[src/rtl/canvas_write_arbiter.sv]
// Single write port of the canvas pixel store: round-robin between brush writes
// and a raster clear engine, optionally confined to vertical blanking.
module canvas_write_arbiter #(
   parameter int COLS        = 40,
   parameter int ROWS        = 30,
   parameter int CW          = 6,
   parameter int GATE_VBLANK = 1,
   parameter int XW          = $clog2(COLS),
   parameter int YW          = $clog2(ROWS)
) (
   input  logic          clk,
   input  logic          rst_n,
   input  logic          vblank,
   input  logic          brush_req,
   input  logic [XW-1:0] brush_x,
   input  logic [YW-1:0] brush_y,
   input  logic [CW-1:0] brush_color,
   output logic          brush_gnt,
   input  logic          clr_start,
   input  logic [CW-1:0] clr_color,
   output logic          clr_busy,
   output logic          clr_done,
   output logic          wr_en,
   output logic [XW-1:0] wr_x,
   output logic [YW-1:0] wr_y,
   output logic [CW-1:0] wr_data
);

   typedef enum logic {IDLE, CLEAR} state_t;
   typedef enum logic {SRC_BRUSH, SRC_CLEAR} src_t;

   typedef struct packed {
      logic          en;
      logic [XW-1:0] x;
      logic [YW-1:0] y;
      logic [CW-1:0] data;
   } wr_t;

   state_t        state, state_n;
   src_t          rr_last, rr_last_n;
   logic [XW-1:0] cx, cx_n;
   logic [YW-1:0] cy, cy_n;
   logic [CW-1:0] col, col_n;

   logic write_ok, brush_elig, clr_elig;
   logic gnt_b, gnt_c, last_cell, in_range;
   logic done_n, busy_n;
   wr_t  wr_q, wr_d;

   assign write_ok   = vblank | (GATE_VBLANK == 0);
   // brush_gnt is still high the edge after a grant, so a held request waits one cycle
   assign brush_elig = brush_req & ~brush_gnt;
   assign clr_elig   = (state == CLEAR);
   assign last_cell  = (cx == XW'(COLS - 1)) && (cy == YW'(ROWS - 1));
   assign in_range   = ({1'b0, brush_x} < (XW + 1)'(COLS)) &&
                       ({1'b0, brush_y} < (YW + 1)'(ROWS));

   always_comb begin
      gnt_b     = 1'b0;
      gnt_c     = 1'b0;
      state_n   = state;
      rr_last_n = rr_last;
      cx_n      = cx;
      cy_n      = cy;
      col_n     = col;
      done_n    = 1'b0;
      wr_d      = '{en: 1'b0, x: wr_q.x, y: wr_q.y, data: wr_q.data};

      if (write_ok) begin
         if (brush_elig && (!clr_elig || rr_last == SRC_CLEAR)) gnt_b = 1'b1;
         else if (clr_elig)                                     gnt_c = 1'b1;
      end

      if (gnt_b) begin
         rr_last_n = SRC_BRUSH;
         wr_d      = '{en: in_range, x: brush_x, y: brush_y, data: brush_color};
      end else if (gnt_c) begin
         rr_last_n = SRC_CLEAR;
         wr_d      = '{en: 1'b1, x: cx, y: cy, data: col};
         if (last_cell) begin
            done_n  = 1'b1;
            state_n = IDLE;
            cx_n    = '0;
            cy_n    = '0;
         end else if (cx == XW'(COLS - 1)) begin
            cx_n = '0;
            cy_n = cy + 1'b1;
         end else begin
            cx_n = cx + 1'b1;
         end
      end

      if (state == IDLE && clr_start) begin
         state_n = CLEAR;
         col_n   = clr_color;
      end

      // busy covers the clr_done cycle and drops one cycle later
      busy_n = (state_n == CLEAR) | done_n;
   end

   always_ff @(posedge clk or negedge rst_n) begin
      if (!rst_n) begin
         state     <= IDLE;
         rr_last   <= SRC_BRUSH;
         cx        <= '0;
         cy        <= '0;
         col       <= '0;
         wr_q      <= '0;
         brush_gnt <= 1'b0;
         clr_done  <= 1'b0;
         clr_busy  <= 1'b0;
      end else begin
         state     <= state_n;
         rr_last   <= rr_last_n;
         cx        <= cx_n;
         cy        <= cy_n;
         col       <= col_n;
         wr_q      <= wr_d;
         brush_gnt <= gnt_b;
         clr_done  <= done_n;
         clr_busy  <= busy_n;
      end
   end

   assign wr_en   = wr_q.en;
   assign wr_x    = wr_q.x;
   assign wr_y    = wr_q.y;
   assign wr_data = wr_q.data;

endmodule

[config.mk]
export PLATFORM = sky130hd
export DESIGN_NAME = canvas_write_arbiter
export DESIGN_NICKNAME = d
export VERILOG_FILES = /design/src/rtl/canvas_write_arbiter.sv
export SDC_FILE = /design/constraint.sdc
export NUM_CORES = 1
export LEC_CHECK = 0
export CAP_MARGIN = 25
export CORE_ASPECT_RATIO = 0.5
export CORE_UTILIZATION = 48
export CTS_CLUSTER_DIAMETER = 120
export DETAILED_ROUTE_END_ITERATION = 16
export GPL_ROUTABILITY_DRIVEN = 0
export PLACE_DENSITY_LB_ADDON = 0.1
export RECOVER_POWER = 100
export SYNTH_ARGS = -nofsm -noshare
export SYNTH_HDL_FRONTEND = slang
export SYNTH_SLANG_ARGS = --single-unit
[constraint.sdc]
create_clock -name clk -period 1.7 [get_ports clk]
set_input_delay 0.425 -clock clk [delete_from_list [all_inputs] [get_ports clk]]
set_output_delay 0.425 -clock clk [all_outputs]
set_load 0.03 [all_outputs]
Yosys cells after proc, flatten, opt, wreduce, memory -nomap -nowiden:

Index checks and enable logic that the tools add are counted.

* word-level logic and storage cells: 53
* output and inout bits: 21
* bits in registers: 40

* bitwise operators: 5
* $lt $le $gt $ge: 2
* add/sub/neg operators: 2
* mux-type cells: 20
* eq/ne operators: 2
* reduce and logical (&&, ||, !) cells: 10

Operators with widths (count)
* 2-to-1 mux 18 bit: 2
* 2-to-1 mux 1 bit: 14
* 2-to-1 mux 6 bit: 2
* 2-to-1 mux 5 bit: 2
* adder 6 x 1 -> 6 bit, second input constant: 1
* equality test 6 bit, second input constant: 1
* < comparator 6 bit, second input constant: 1
* adder 5 x 1 -> 5 bit, second input constant: 1
* equality test 5 bit, second input constant: 1
* < comparator 5 bit, second input constant: 1
* logical AND 1 bit: 4
* nonzero test 2 bit: 2
* NOT 1 bit: 3
* AND reduction 3 bit: 1
* AND reduction 2 bit: 1
* AND 1 bit: 1
* zero test 1 bit: 1
* logical OR 1 bit: 1
* OR 1 bit: 1

Depth between registers and ports, before layout:

Gate-level depths: netlist of the first run.

* word-level depth: 9
* gate-level depth with buffers: 5

Worst setup path after synthesis of the first run:

No wires, ideal clock.

* path kind: register to register
* from: register brush_gnt
* to: register wr_q, in the netlist wr_x[5]
* period minus slack after synthesis: 1.466 ns
* library setup time: 0.126 ns
* data arrival time: 1.340 ns
* slack: 0.234 ns
* buffers on the path: 1
* stages on the path, launching flop included: 5
* data required time: 1.574 ns
* cell sequence: dfrtp_1 > nand3b_1 > a2bb2oi_4 > buf_6 > a221o_1

* cells in the longest elaborated chain, start to end: 6

RTL lines
* start: declaration: line 18 `output logic brush_gnt,`
* start signal: assignment: line 120 `brush_gnt <= gnt_b;`
* NOT 1 bit *: line 52 `assign brush_elig = brush_req & ~brush_gnt;`
* AND 1 bit *: line 52
* logical AND 1 bit *: line 70 `if (brush_elig && (!clr_elig || rr_last == SRC_CLEAR)) gnt_b = 1'b1;`
* 2-to-1 mux 1 bit: line 70
* 2-to-1 mux 1 bit: line 69 `if (write_ok) begin`
* 2-to-1 mux 18 bit or nonzero test 2 bit (tied branches)
* end signal: assignment: line 119 `wr_q <= wr_d;`
* end: declaration: line 48 `wr_t wr_q, wr_d;`

Every way passes the cells marked *; elsewhere a longest branch is shown, timed or not.
A chain may end at the register's enable or synchronous reset.

Worst setup path after layout of the first run:

* from: input vblank
* to: register cy[1]

* cells in the longest elaborated chain, start to end: 3

RTL lines
* start: declaration: line 13 `input logic vblank,`
* 2-to-1 mux 1 bit: line 69
* NOT 1 bit (no line)
* AND reduction 3 bit (no line) *
* end signal: assignment: line 117 `cy <= cy_n;`
* end: declaration: line 42 `logic [YW-1:0] cy, cy_n;`

Marks and branches as above.

==> flow_metrics.env, run 1 <==
export IMPL_setup_violations_final=0
export IMPL_dp_cells=255
export IMPL_cp_required_ns=1.87
export IMPL_start_kind="input pin"
export IMPL_final_common_cell="dfrtp_1"
export IMPL_avgSynthCellArea_um2=12.5
export IMPL_power_frac_seq=0.444
export IMPL_skew_ns=0.00686
export IMPL_final_core_util=0.706
export IMPL_endpoint="cy[1]"
export IMPL_hold_violations=0
export IMPL_end_kind="register"
export IMPL_p_clk_frac=0.258
export IMPL_r2r_start="cx[1]"
export IMPL_crit_path_max_fanout=4
export IMPL_die_width_um=91.2
export IMPL_finalNonFillerCells=263
export IMPL_finalInstanceArea_um2=2560
export IMPL_die_area_um2=4250
export IMPL_initialDrtViolationCount=54
export IMPL_diodes=0
export IMPL_num_io_pins=49
export IMPL_cts_tree="yes"
export IMPL_drive_above_1_share=0.165
export IMPL_switchingPower_mw=0.973
export IMPL_die_height_um=46.6
export IMPL_drtAntennaViolNets=0
export IMPL_power_density_nw_per_um2=1150
export IMPL_arrival_ns=1.78
export IMPL_final_cell_mix="dfrtp_1 (40), clkdlybuf4s50_1 (25), dlygate4sd2_1 (20)"
export IMPL_grt_pass1_vias=1426
export IMPL_drv_slew=0
export IMPL_htree_num_levels=2
export IMPL_intPower_mw=1.98
export IMPL_outcome="completed"
export IMPL_r2r_cells=4
export IMPL_p_leak_nw=1.18
export IMPL_synth_net_count=184
export IMPL_cp_top_family="buffers and inverters"
export IMPL_drc=0
export IMPL_yosysSeqAreaShare=0.524
export IMPL_initial_utilization=0.527
export IMPL_max_slew_margin_rel=0.364
export IMPL_routed_wl_um=4120
export IMPL_clockBufferDepth=2
export IMPL_dr_pass1_iters=4
export IMPL_path_cells="clkdlybuf4s50_1 -> and2_1 -> nand4_2 -> mux2_4"
export IMPL_grt_max_degree=41
export IMPL_overflow=0
export IMPL_worstSetupPathDepth=4
export IMPL_min_period_ns=1.61
export IMPL_clkTransAtPathRegs_ns=0.07
export IMPL_dp_hpwl_um=2950
export IMPL_avgViaCountPerCell=5.72
export IMPL_fill_cells=285
export IMPL_synth_cells=153
export IMPL_numCtsBuffers=5
export IMPL_rsz0062_at_grt="no"
export IMPL_portBuffers=48
export IMPL_slowest_stage="clkdlybuf4s50_1"
export IMPL_synth_seq_cells=40
export IMPL_pre_cts_ws_ns=-0.197
export IMPL_worstSetupStartpoint="vblank"
export IMPL_swShare=0.329
export IMPL_worstSkewPairLatency_ns=0.28
export IMPL_grt_pass1_wl_um=6580
export IMPL_vias=1504
export IMPL_synth_distinct_cells=40
export IMPL_synth_area_um2=1910
export IMPL_syn_to_final_growth_pct=33.9
export IMPL_wire_per_inst_um=15.7
export IMPL_max_freq_ghz=0.621
export IMPL_multi_input_area_um2=820
export IMPL_holdCritPathClass="input pin to async pin"
export IMPL_cts_setup_buffers=0
export IMPL_r2r_slack_ns=0.12
export IMPL_max_cap_violations=0
export IMPL_timing_final_crit_share=0.948
export IMPL_num_rows=15
export IMPL_root_buffer="clkbuf_8"
export IMPL_tightest_slew_ns=0.954
export IMPL_max_stage_delay_ns=0.52
export IMPL_p_total_mw=2.95
export IMPL_design_core_area_um2=3620
export IMPL_comb_power_share=0.298
export IMPL_grt_util_all_layers=0.208
export IMPL_antenna_found_initial=0
export IMPL_nNetsFinal=242
export IMPL_worst_setup_path_type="input pin to register"
export IMPL_path_buf_inv=1
export IMPL_final_setup_worst_slack_ns=0.0892
export IMPL_clock_sinks=40
export IMPL_vdd_ir_drop_worst_mv=0.567
export IMPL_register_area_um2=1000
export IMPL_r2r_end="cy[1]"
export IMPL_yosys_warnings=0
export IMPL_dpl_instance_area_um2=2500
[power groups by stage]
stage	Combinational, mW	Clock [mW]	Sequential [mW]
2_1_floorplan	0.376	0	1.51
3_3_place_gp	0.951	0	1.33
3_5_place_dp	0.963	0	1.33
4_1_cts	0.892	0.765	1.31
5_1_grt	0.943	0.807	1.34
6_report	0.879	0.761	1.31
[metal layers]
layer / wire length [µm] / GRT usage / vias up
li1: - / - / 713
met1: 1960 / 0.278 / 745
met2: 1930 / 0.348 / 44
met3: 215 / 0.0561 / 2
met4: 11 / 0.0476 / 0
met5: 0 / 0 / -
[cell usage after synthesis]
cell type,number,area share
a21boi_1,1,0.0039
a21oi_1,1,0.0026
a221o_1,17,0.089
a2bb2oi_1,2,0.0092
a2bb2oi_4,1,0.014
a31o_2,1,0.0046
and2_1,1,0.0033
and3_1,13,0.043
and3b_4,1,0.0066
and4_1,2,0.0092
and4bb_1,1,0.0066
buf_2,3,0.0079
buf_6,4,0.024
clkbuf_1,2,0.0039
dfrtp_1,40,0.52
ha_1,3,0.020
inv_1,4,0.0079
mux2_1,2,0.012
mux2_2,6,0.035
mux2_4,2,0.016
nand2_1,3,0.0059
nand3_1,3,0.0079
nand3b_1,1,0.0039
nand3b_4,1,0.010
nand4_1,4,0.013
nand4_4,1,0.011
nand4bb_1,1,0.0059
nor2_1,7,0.014
nor2b_1,1,0.0033
nor2b_2,1,0.0046
nor3_1,6,0.016
nor4_1,4,0.013
o2111ai_1,1,0.0046
o21a_1,1,0.0039
o21ai_0,6,0.016
o22a_1,1,0.0046
o41ai_2,1,0.0085
or2_2,1,0.0033
xnor2_1,1,0.0046
xor2_1,1,0.0046
[sequential cells by signal, summed over array words and instances (netlist names)]
name       flops
clr_elig       1
wr_x           6
brush_gnt      1
clr_done       1
col            6
wr_y           5
rr_last        1
wr_data        6
wr_en          1
cx             6
clr_busy       1
cy             5
[area by class of cell]
type | instances | area share
flip-flops and latches | 40 | 0.392
multi-input cells | 100 | 0.321
repair buffers | 60 | 0.215
clock buffers | 6 | 0.0284
well taps | 51 | 0.0250
clock inverters | 2 | 0.0137
inverters | 4 | 0.00587
[worst min path at each step]
stage	cells past startpoint	start	endpoint	slack (ns)
global placement	1	col[1]	col[1]	0.48
CTS	2	rst_n	wr_x[3]	0.21
floorplan	0	rst_n	brush_gnt	0.13
detailed placement	1	col[3]	col[3]	0.49
finish	2	rst_n	wr_x[2]	0.36
global route	2	rst_n	col[0]	0.47
[through the flow]
| stage | setup TNS, ns | hold WS, ns |
|---|---|---|
| floorplan | 0 | 0.129 |
| global placement | -4.37 | 0.482 |
| detailed placement | -4.67 | 0.489 |
| CTS | 0 | 0.209 |
| global route | 0 | 0.467 |
| finish | 0 | 0.363 |
[logic make-up (layout without fill, tap and decap cells)]
kind of cell,Yosys count,count (layout),share of synthesized area
AND/OR/NAND/NOR,52,52,0.180
flip-flops,40,40,0.524
AO/OA/AOI/OAI,33,33,0.161
buffers and inverters,13,72,0.0432
multiplexers,10,10,0.0629
adder cells (fa/ha/maj),3,3,0.0197
XOR/XNOR,2,2,0.00918
[timing repair]
item                                    CTS  global route
hold endpoints to repair                  0             0
endpoints found under the setup margin   20             3
hold buffers                              0             0
gates cloned                              0             0
resized for setup                        20             2
[worst register-to-register path, stage by stage (launching register included)]
cell	delay [ns]
dfrtp_1	0.38
ha_1	0.21
and4bb_1	0.30
nand4_2	0.21
mux2_4	0.35
Note: power is estimated with default switching activity, not from simulation.
==> run 2, diff against run 1 <==
==> constraint.sdc (replaced) <==
create_clock -name clk -period 1.8 [get_ports clk]
set_input_delay 0.45 -clock clk [delete_from_list [all_inputs] [get_ports clk]]
set_output_delay 0.45 -clock clk [all_outputs]
set_load 0.01 [all_outputs]
==> run 2 against run 1 <==
- worst hold slack gained 0.023 ns
- highest routed layer unchanged
- largest cell class unchanged
- clock skew shrank 0.0019 ns
- power shrank 9.9%
- largest power group unchanged
- critical path depth shrank 3
==> flow_metrics.env, run 2 (same netlist as run 1, synthesis figures left out) <==
export IMPL_numCtsBuffers=5
export IMPL_diodes=0
export IMPL_clockBufferDepth=2
export IMPL_outcome="completed"
export IMPL_dp_cells=255
export IMPL_tightest_slew_ns=0.952
export IMPL_overflow=0
export IMPL_clock_sinks=40
export IMPL_initial_utilization=0.527
export IMPL_num_rows=15
export IMPL_fill_cells=269
export IMPL_die_area_um2=4250
export IMPL_comb_power_share=0.266
export IMPL_drv_slew=0
export IMPL_avgViaCountPerCell=5.69
export IMPL_min_period_ns=1.74
export IMPL_finalInstanceArea_um2=2580
export IMPL_rsz0062_at_grt="no"
export IMPL_max_slew_margin_rel=0.365
export IMPL_grt_max_degree=41
export IMPL_cp_required_ns=1.35
export IMPL_root_buffer="clkbuf_8"
export IMPL_final_cell_mix="dfrtp_1 (40), clkdlybuf4s50_1 (25), dlygate4sd3_1 (22)"
export IMPL_cts_setup_buffers=0
export IMPL_cp_top_family="buffers and inverters"
export IMPL_max_cap_violations=0
export IMPL_clkTransAtPathRegs_ns=0.08
export IMPL_portBuffers=48
export IMPL_path_cells="dlygate4sd3_1"
export IMPL_num_io_pins=49
export IMPL_power_frac_seq=0.466
export IMPL_drive_above_1_share=0.151
export IMPL_arrival_ns=1.29
export IMPL_design_core_area_um2=3620
export IMPL_register_area_um2=1000
export IMPL_crit_path_max_fanout=2
export IMPL_grt_util_all_layers=0.207
export IMPL_initialDrtViolationCount=91
export IMPL_multi_input_area_um2=822
export IMPL_antenna_found_initial=0
export IMPL_htree_num_levels=2
export IMPL_dr_pass1_iters=4
export IMPL_syn_to_final_growth_pct=35.2
export IMPL_drtAntennaViolNets=0
export IMPL_dpl_instance_area_um2=2500
export IMPL_vdd_ir_drop_worst_mv=0.504
export IMPL_routed_wl_um=4060
export IMPL_path_buf_inv=1
export IMPL_holdCritPathClass="input pin to async pin"
export IMPL_worst_setup_path_type="register to output port"
export IMPL_switchingPower_mw=0.761
export IMPL_max_freq_ghz=0.575
export IMPL_wire_per_inst_um=15.4
export IMPL_die_height_um=46.6
export IMPL_max_stage_delay_ns=0.61
export IMPL_fin_setup_tns_ns=0
export IMPL_cts_hold_buf=0
export IMPL_drc=0
export IMPL_dp_hpwl_um=2950
export IMPL_swShare=0.286
export IMPL_ctsResizeCount=0
export IMPL_hold_slack_ns=0.386
export IMPL_power_density_nw_per_um2=1030
export IMPL_p_clk_frac=0.268
export IMPL_finalNonFillerCells=263
export IMPL_worstSkewPairLatency_ns=0.28
export IMPL_setup_violations_final=0
export IMPL_skew_ns=0.00496
export IMPL_vias=1497
export IMPL_slowest_stage="dlygate4sd3_1"
export IMPL_final_common_cell="dfrtp_1"
export IMPL_grt_pass1_vias=1432
export IMPL_end_kind="output port"
export IMPL_hold_violations=0
export IMPL_timing_final_crit_share=0.967
export IMPL_start_kind="register"
export IMPL_p_leak_nw=1.15
export IMPL_die_width_um=91.2
export IMPL_intPower_mw=1.90
export IMPL_grt_pass1_wl_um=6560
export IMPL_nNetsFinal=242
export IMPL_cts_tree="yes"
-- run 2: per-stage QoR --
stage / util / power, mW / worst slack [ns]
after floorplan: - / 1.63 / 0.417
after global placement: 0.689 / 2.00 / -0.103
after detailed placement: 0.689 / 2.01 / -0.122
after CTS: 0.719 / 2.73 / 0.120
after global routing: 0.713 / 2.80 / 0.0266
final: 0.713 / 2.66 / 0.0598
-- run 2: cell type report --
type	instances	share of cell area
sequential	40	0.388
multi-input combinational	100	0.318
timing repair buffer	60	0.222
clock buffer	6	0.0281
tap	51	0.0247
clock inverter	2	0.0136
inverter	4	0.00582
-- run 2: power by group through the flow --
stage	clock network [mW]	registers, mW	logic (mW)
final	0.713	1.24	0.707
after global routing	0.762	1.27	0.769
after CTS	0.722	1.25	0.758
after detailed placement	0	1.26	0.754
after global placement	0	1.26	0.743
after floorplan	0	1.27	0.356
-- run 2: metal layers --
| metal | part of all wire | vias to the layer above | track usage | wire [µm] |
|---|---|---|---|---|
| met5 | 0 | - | 0 | 0 |
| met4 | 0.0027 | 0 | 0.0476 | 11 |
| met3 | 0.053 | 2 | 0.0561 | 217 |
| met2 | 0.47 | 44 | 0.347 | 1930 |
| met1 | 0.47 | 741 | 0.277 | 1910 |
| li1 | - | 710 | - | - |
-- run 2: worst paths after layout --
kind                       startpoint          to  slack (ns)  depth (start not counted)
setup / recovery           wr_data[1]  wr_data[1]        0.06                          1
hold / removal                  rst_n     wr_x[2]        0.39                          2
setup reg to reg                cx[1]       cy[1]        0.24                          4
hold reg to reg                col[1]      col[1]        0.50                          1
max in group asynchronous       rst_n      col[3]        0.82                          2
min in group clk               col[1]      col[1]        0.50                          1
